==> config.mk <==
export PLATFORM = sky130hd
export DESIGN_NAME = vga_timing_gen
export DESIGN_NICKNAME = d
export VERILOG_FILES = /design/src/rtl/vga_timing_gen.sv
export SDC_FILE = /design/constraint.sdc
export NUM_CORES = 1
export LEC_CHECK = 0
export ABC_CLOCK_PERIOD_IN_PS = 3200
export BUFFER_PORTS_ARGS = -buffer_cell sky130_fd_sc_hd__clkbuf_2
export CAP_MARGIN = 20
export CORE_MARGIN = 2
export CORE_UTILIZATION = 45
export CTS_CLUSTER_DIAMETER = 120
export DETAILED_ROUTE_END_ITERATION = 8
export PLACE_DENSITY = 0.66
export SYNTH_ARGS = -nofsm -noshare
export SYNTH_HDL_FRONTEND = slang
export SYNTH_SLANG_ARGS = --single-unit
export TNS_END_PERCENT = 50
==> constraint.sdc <==
create_clock -name pixelClk -period 3.2 [get_ports pixelClk]
set_input_delay 0.32 -clock pixelClk [delete_from_list [all_inputs] [get_ports pixelClk]]
set_output_delay 0.32 -clock pixelClk [all_outputs]
set_load 0.03 [all_outputs]
==> src/rtl/vga_timing_gen.sv <==
// Parametrised VGA raster timing generator: horizontal/vertical counters with registered,
// mutually coherent sync, visibility, coordinate and line/frame start outputs.
module vga_timing_gen #(
  parameter int unsigned H_VIS      = 640,
  parameter int unsigned H_FP       = 16,
  parameter int unsigned H_SYNC     = 96,
  parameter int unsigned H_BP       = 48,
  parameter int unsigned V_VIS      = 480,
  parameter int unsigned V_FP       = 10,
  parameter int unsigned V_SYNC     = 2,
  parameter int unsigned V_BP       = 33,
  parameter bit          H_SYNC_POL = 1'b0,
  parameter bit          V_SYNC_POL = 1'b0,
  parameter int unsigned COORD_W    = 10
) (
  input  logic               pixelClk,
  input  logic               reset,
  input  logic               pixEn,
  output logic               hSync,
  output logic               vSync,
  output logic               hVis,
  output logic               vVis,
  output logic               de,
  output logic [COORD_W-1:0] xCor,
  output logic [COORD_W-1:0] yCor,
  output logic               lineStart,
  output logic               frameStart
);

  localparam int unsigned H_TOT = H_VIS + H_FP + H_SYNC + H_BP;
  localparam int unsigned V_TOT = V_VIS + V_FP + V_SYNC + V_BP;

  if (H_TOT > (1 << COORD_W) || V_TOT > (1 << COORD_W)) begin : gen_bad_total
    $error("vga_timing_gen: raster totals do not fit in COORD_W bits");
  end
  if (H_VIS == 0 || H_FP == 0 || H_SYNC == 0 || H_BP == 0 ||
      V_VIS == 0 || V_FP == 0 || V_SYNC == 0 || V_BP == 0 || COORD_W == 0) begin : gen_bad_width
    $error("vga_timing_gen: width parameters must be non-zero");
  end

  localparam logic [COORD_W-1:0] HLast      = COORD_W'(H_TOT - 1);
  localparam logic [COORD_W-1:0] VLast      = COORD_W'(V_TOT - 1);
  localparam logic [COORD_W-1:0] HVisEnd    = COORD_W'(H_VIS);
  localparam logic [COORD_W-1:0] VVisEnd    = COORD_W'(V_VIS);
  localparam logic [COORD_W-1:0] HSyncStart = COORD_W'(H_VIS + H_FP);
  localparam logic [COORD_W-1:0] HSyncEnd   = COORD_W'(H_VIS + H_FP + H_SYNC);
  localparam logic [COORD_W-1:0] VSyncStart = COORD_W'(V_VIS + V_FP);
  localparam logic [COORD_W-1:0] VSyncEnd   = COORD_W'(V_VIS + V_FP + V_SYNC);

  logic [COORD_W-1:0] x_q, x_d, y_q, y_d;
  logic hsync_q, hsync_d, vsync_q, vsync_d;
  logic hvis_q, hvis_d, vvis_q, vvis_d, de_q, de_d;
  logic line_start_q, line_start_d, frame_start_q, frame_start_d;

  // Outputs are decoded from the next position so they always describe xCor/yCor.
  always_comb begin
    x_d           = x_q;
    y_d           = y_q;
    hsync_d       = hsync_q;
    vsync_d       = vsync_q;
    hvis_d        = hvis_q;
    vvis_d        = vvis_q;
    de_d          = de_q;
    line_start_d  = 1'b0;
    frame_start_d = 1'b0;
    if (pixEn) begin
      if (x_q == HLast) begin
        x_d = '0;
        y_d = (y_q == VLast) ? '0 : y_q + COORD_W'(1);
      end else begin
        x_d = x_q + COORD_W'(1);
      end
      hvis_d        = (x_d < HVisEnd);
      vvis_d        = (y_d < VVisEnd);
      de_d          = hvis_d & vvis_d;
      hsync_d       = (x_d >= HSyncStart && x_d < HSyncEnd) ? H_SYNC_POL : ~H_SYNC_POL;
      vsync_d       = (y_d >= VSyncStart && y_d < VSyncEnd) ? V_SYNC_POL : ~V_SYNC_POL;
      line_start_d  = (x_d == '0);
      frame_start_d = (x_d == '0) && (y_d == '0);
    end
  end

  // Reset parks the raster on the last position so the first enabled edge lands on (0,0).
  always_ff @(posedge pixelClk or posedge reset) begin
    if (reset) begin
      x_q           <= HLast;
      y_q           <= VLast;
      hsync_q       <= ~H_SYNC_POL;
      vsync_q       <= ~V_SYNC_POL;
      hvis_q        <= 1'b0;
      vvis_q        <= 1'b0;
      de_q          <= 1'b0;
      line_start_q  <= 1'b0;
      frame_start_q <= 1'b0;
    end else begin
      x_q           <= x_d;
      y_q           <= y_d;
      hsync_q       <= hsync_d;
      vsync_q       <= vsync_d;
      hvis_q        <= hvis_d;
      vvis_q        <= vvis_d;
      de_q          <= de_d;
      line_start_q  <= line_start_d;
      frame_start_q <= frame_start_d;
    end
  end

  assign xCor       = x_q;
  assign yCor       = y_q;
  assign hSync      = hsync_q;
  assign vSync      = vsync_q;
  assign hVis       = hvis_q;
  assign vVis       = vvis_q;
  assign de         = de_q;
  assign lineStart  = line_start_q;
  assign frameStart = frame_start_q;

endmodule

# Word level (Yosys, flattened, before mapping)

Index checks and enable logic that the tools add are counted.

Output and inout port bits: 27
Register bits: 27
Logic and storage cells: 34
Bits of input ports: 3

Reductions and logical operators: 5
Equality and inequality tests: 2
Bitwise gates (word level): 1
$lt $le $gt $ge: 6
Mux-type cells: 9
$add $sub $neg: 2

Operators with widths:

| operator                                                               | number |
|---|---|
| 10-bit two-way mux                                                     | 5 |
| 10-bit by 1-bit adder with 10-bit output, second input constant        | 2 |
| 10-bit == test, second input constant                                  | 2 |
| 10-bit logical NOT                                                     | 2 |
| 10-bit < comparator, second input constant                             | 2 |
| 10-bit by 9-bit < comparator with 1-bit output, second input constant  | 2 |
| 10-bit >= comparator, second input constant                            | 1 |
| 10-bit by 9-bit >= comparator with 1-bit output, second input constant | 1 |
| 1-bit two-way mux                                                      | 4 |
| 1-bit logical AND                                                      | 3 |
| 1-bit AND                                                              | 1 |

# Depth between registers and ports, before layout

Word-level depth: 7
Gate-level depth with buffers: 8
Gate-level depth less buffers: 8

# Least setup slack after synthesis

Ideal clock, no wire load.

Kind: reg-to-reg
Start: register x_q[0] (netlist: xCor[0])
End: register de_q (netlist: de)
Period minus slack after synthesis: 2.298 ns
Cell stages (with the launch flop): 9
Setup slack: 0.902 ns
Setup time: 0.141 ns
Data arrival time: 2.157 ns
Data required time: 3.059 ns
Cell sequence: dfstp_2 > ha_1 > and4_1 > buf_2 > nand3_4 > nor2_1 > xnor2_1 > nor4_4 > o32ai_1

Longest elaborated chain between the ends: 5

RTL lines:

| what                                                                                  | line   | text |
|---|---|---|
| start, declared                                                                       | 50     | `logic [COORD_W-1:0] x_q, x_d, y_q, y_d;` |
| start signal, assigned                                                                | 86     | `x_q <= HLast;` |
| 10-bit by 1-bit adder with 10-bit output or 10-bit == test (tied branches)            | 71, 67 |  |
| 10-bit two-way mux                                                                    | 67     | `if (x_q == HLast) begin` |
| 10-bit two-way mux                                                                    | 66     | `if (pixEn) begin` |
| 10-bit < comparator or 10-bit by 9-bit < comparator with 1-bit output (tied branches) | 73, 74 |  |
| 1-bit AND (*)                                                                         | 75     | `de_d = hvis_d & vvis_d;` |
| end signal, assigned                                                                  | 92     | `de_q <= 1'b0;` |
| end signal, assigned                                                                  | 102    | `de_q <= de_d;` |
| end, declared                                                                         | 52     | `logic hvis_q, hvis_d, vvis_q, vvis_d, de_q, de_d;` |

Mark *: on every way between the ends. The rest lies on a longest branch, timed or not. The select of a mux whose other input is x is not followed.
A chain may end at the register's enable or synchronous reset.

# Worst setup path after layout

Ends and elaborated chain as after synthesis.

==> reports/results.tsv <==
stage	metric	value	unit
outcome	outcome	complete, no violations	
floorplanning	dieArea	0.00459	mm²
clock_tree	path_clk_slew	100	ps
timing	finalClockSkew	2.25	ps
routing	drtIter0Drc	105	
timing	setup_violations	0	
clock_tree	htree_num_levels	1	
clock_tree	cts_tree	done	
clock_tree	cts_buffers	3	
finish	antenna_cells	0	
power_and_ir_drop	power_frac_seq	49.0	%
clock_tree	clockRootBuffer	clkbuf_8	
floorplanning	start_util	46.4	%
synthesis	syn_area_per_cell	8.79	µm²
synthesis	synth_edf_count	0	
place	place_ws	707	ps
power_and_ir_drop	power.net_switching	0.425	mW
power_and_ir_drop	switching_share	40.3	%
worst_setup_path	crit_arrival	2710	ps
routing	dr.pass1.iters	4	
power_and_ir_drop	peakVddDrop	0.352	mV
floorplanning	rows	23	
place	port_buffers	29	
power_and_ir_drop	clock_power_share	18.9	%
finish	nNetsFinal	236	
floorplanning	io_pins	30	
worst_setup_path	crit_type	register to register	
synthesis	synth.most_common_cell	nor2_1	
clock_tree	cts_resized	0	
timing	period_minus_slack	2540	ps
routing	viasPerCell	5.68	
timing	fin_tns_setup	0	ps
clock_tree	cts_buffer_depth	2	
timing	hold_violations	0	
synthesis	yosys-top-cells-count	20 x nor2_1, 17 x nand2_1, 15 x dfrtp_1, 15 x o21ai_0	
synthesis	yosys.area.top_type_share	20.5	%
routing	via_count	1579	
finish	drive_gt1_share	24.1	%
clock_tree	postCtsSetupBuffers	0	
finish	fillerInstances	378	
synthesis	yosysWarnings	0	
global_route	gr-max-usage-layer	met1	
global_route	met1_usage	28.9	%
worst_setup_path	path_max_fanout	11	
synthesis	synth_cells	208	
worst_setup_path	endpoint_kind	register	
routing	postRouteAntennaNets	0	
job	cap_violations	0	
synthesis	synthArstFlopShare	100	%
timing	worst_pin_slew	536	ps
power_and_ir_drop	p_int	0.629	mW
routing	drt-total-wl	4060	µm
floorplanning	coreArea	0.00394	mm²
synthesis	synth_top_area_cell	dfrtp_1	
timing	max_slew_margin	64.3	%
clock_tree	postCtsHoldBufs	0	
global_route	overflow	0	
hold_path	hold_class	input pin to asynchronous set/reset pin	
synthesis	ys_top_cells_by_area	dfrtp_1 21%, dfstp_2 17%, xnor2_1 5.3%	
clock_tree	clkLatencyLatePin	270	ps
place	place_hpwl	2820	µm
power_and_ir_drop	power.total	1.05	mW
timing	max_freq	394	MHz
clock_tree	clock_sinks	27	
place	routabilityCongestion	0.836	
global_route	grt_pass1_vias	1394	
worst_setup_path	worstPathRequired	3370	ps
global_route	antenna_found_initial	0	
finish	syn_to_final_growth	11.2	%
routing	routedWlPerCell	14.6	µm
power_and_ir_drop	pwr-share-comb	32.1	%
global_route	grt_max_degree	28	
worst_setup_path	r2r_slack	660	ps
floorplanning	dieHeight	67.8	µm
synthesis	synth_cell_types	44	
power_and_ir_drop	leakagePower	0.823	nW
synthesis	synth_nets	215	
timing	fin_ws	663	ps
global_route	grt_pass1_wl	6720	µm
synthesis	ys.flop_type	dfrtp_1	
timing	slew_violations	0	
synthesis	syn_area	0.00183	mm²
synthesis	yosysSeqAreaShare	37.8	%
timing	min_period_over_period	79.3	%
synthesis	ys_seq_elements	27	
power_and_ir_drop	p_per_area	518	mW/mm²
floorplanning	die_w	67.8	µm
worst_setup_path	startpoint_type	register	
global_route	met2_usage	27.2	%
global_route	use_met3	2.67	%
routing	drc	0	
timing	rsz0062_at_grt	false	
global_route	grt_usage	19.1	%
## worst max-delay path: stages (launching register included)
cell	delay, ps
dfstp_2	610
ha_1	270
and4_1	500
and3_1	250
nand3_1	90
xor2_1	320
nor4_4	100
o32ai_1	300
## worst paths after layout
path	startpoint	to	cells after the start
hold reg to reg	vSync	vSync	2
max in group asynchronous	reset	vSync	3
setup / recovery	xCor[0]	de	7
setup reg to reg	xCor[0]	de	7
min in group pixelClk	vSync	vSync	2
hold / removal	reset	lineStart	2
## layer usage
layer,routed length (µm),share of wire (%)
met1,2080,51
met2,1830,45
met3,131,3.2
met4,23,0.57
met5,0,0
## state kept, by name, summed over array words and instances, names as in the netlist
signal / flops
de: 1
frameStart: 1
hSync: 1
hVis: 1
lineStart: 1
vSync: 1
vVis: 1
xCor: 10
yCor: 10
## layout by cell type (no fill, tap or decap), types with 5 or more instances in the layout
master    count
a21oi_1      10
clkbuf_2     29
nand4_1       8
nand3_1      12
o21ai_0      15
a31oi_1       7
nor3_1        7
nand2_1      17
inv_1         9
xnor2_1      11
xor2_1        5
dfrtp_1      15
nor2_1       20
dfstp_2      12
## stage by stage
stage | std cells | utilization [%] | area (µm²) | hold WS (ps)
2_1_floorplan | 208 | - | 1830 | 364
3_5_place_dp | 273 | 50.0 | 1970 | 476
4_1_cts | 277 | 51.2 | 2020 | 301
5_1_grt | 278 | 51.6 | 2030 | 80.1
6_report | 278 | 51.6 | 2030 | 37.3
3_3_place_gp | 273 | 50.0 | 1970 | 481
## layout make-up
type / count / area [µm²] / share of cell area [%]
Clock inverter: 1 / 5.00 / 0.246
Multi-Input combinational cell: 157 / 1030 / 50.8
Inverter: 9 / 33.8 / 1.66
Timing Repair Buffer: 31 / 168 / 8.24
Sequential cell: 27 / 691 / 33.9
Clock buffer: 3 / 41.3 / 2.03
Tap cell: 50 / 62.6 / 3.08
## cell families (layout without fill, tap and decap cells)
kind of cell	after synthesis	in the layout	synth area share [%]
AO/OA/AOI/OAI	51	51	18.1
XOR/XNOR	16	16	7.66
adder cells (fa/ha/maj)	4	4	2.74
buffers and inverters	24	44	5.75
flip-flops	27	27	37.8
multiplexers	4	4	2.39
AND/OR/NAND/NOR	82	82	25.7
## power groups by stage
stage | Combinational (mW) | Sequential (mW) | Clock, mW
4_1_cts | 0.340 | 0.516 | 0.210
6_report | 0.339 | 0.517 | 0.199
3_3_place_gp | 0.337 | 0.520 | 0
3_5_place_dp | 0.339 | 0.522 | 0
5_1_grt | 0.375 | 0.531 | 0.223
2_1_floorplan | 0.212 | 0.571 | 0
Note: power is estimated with default switching activity, not from simulation.
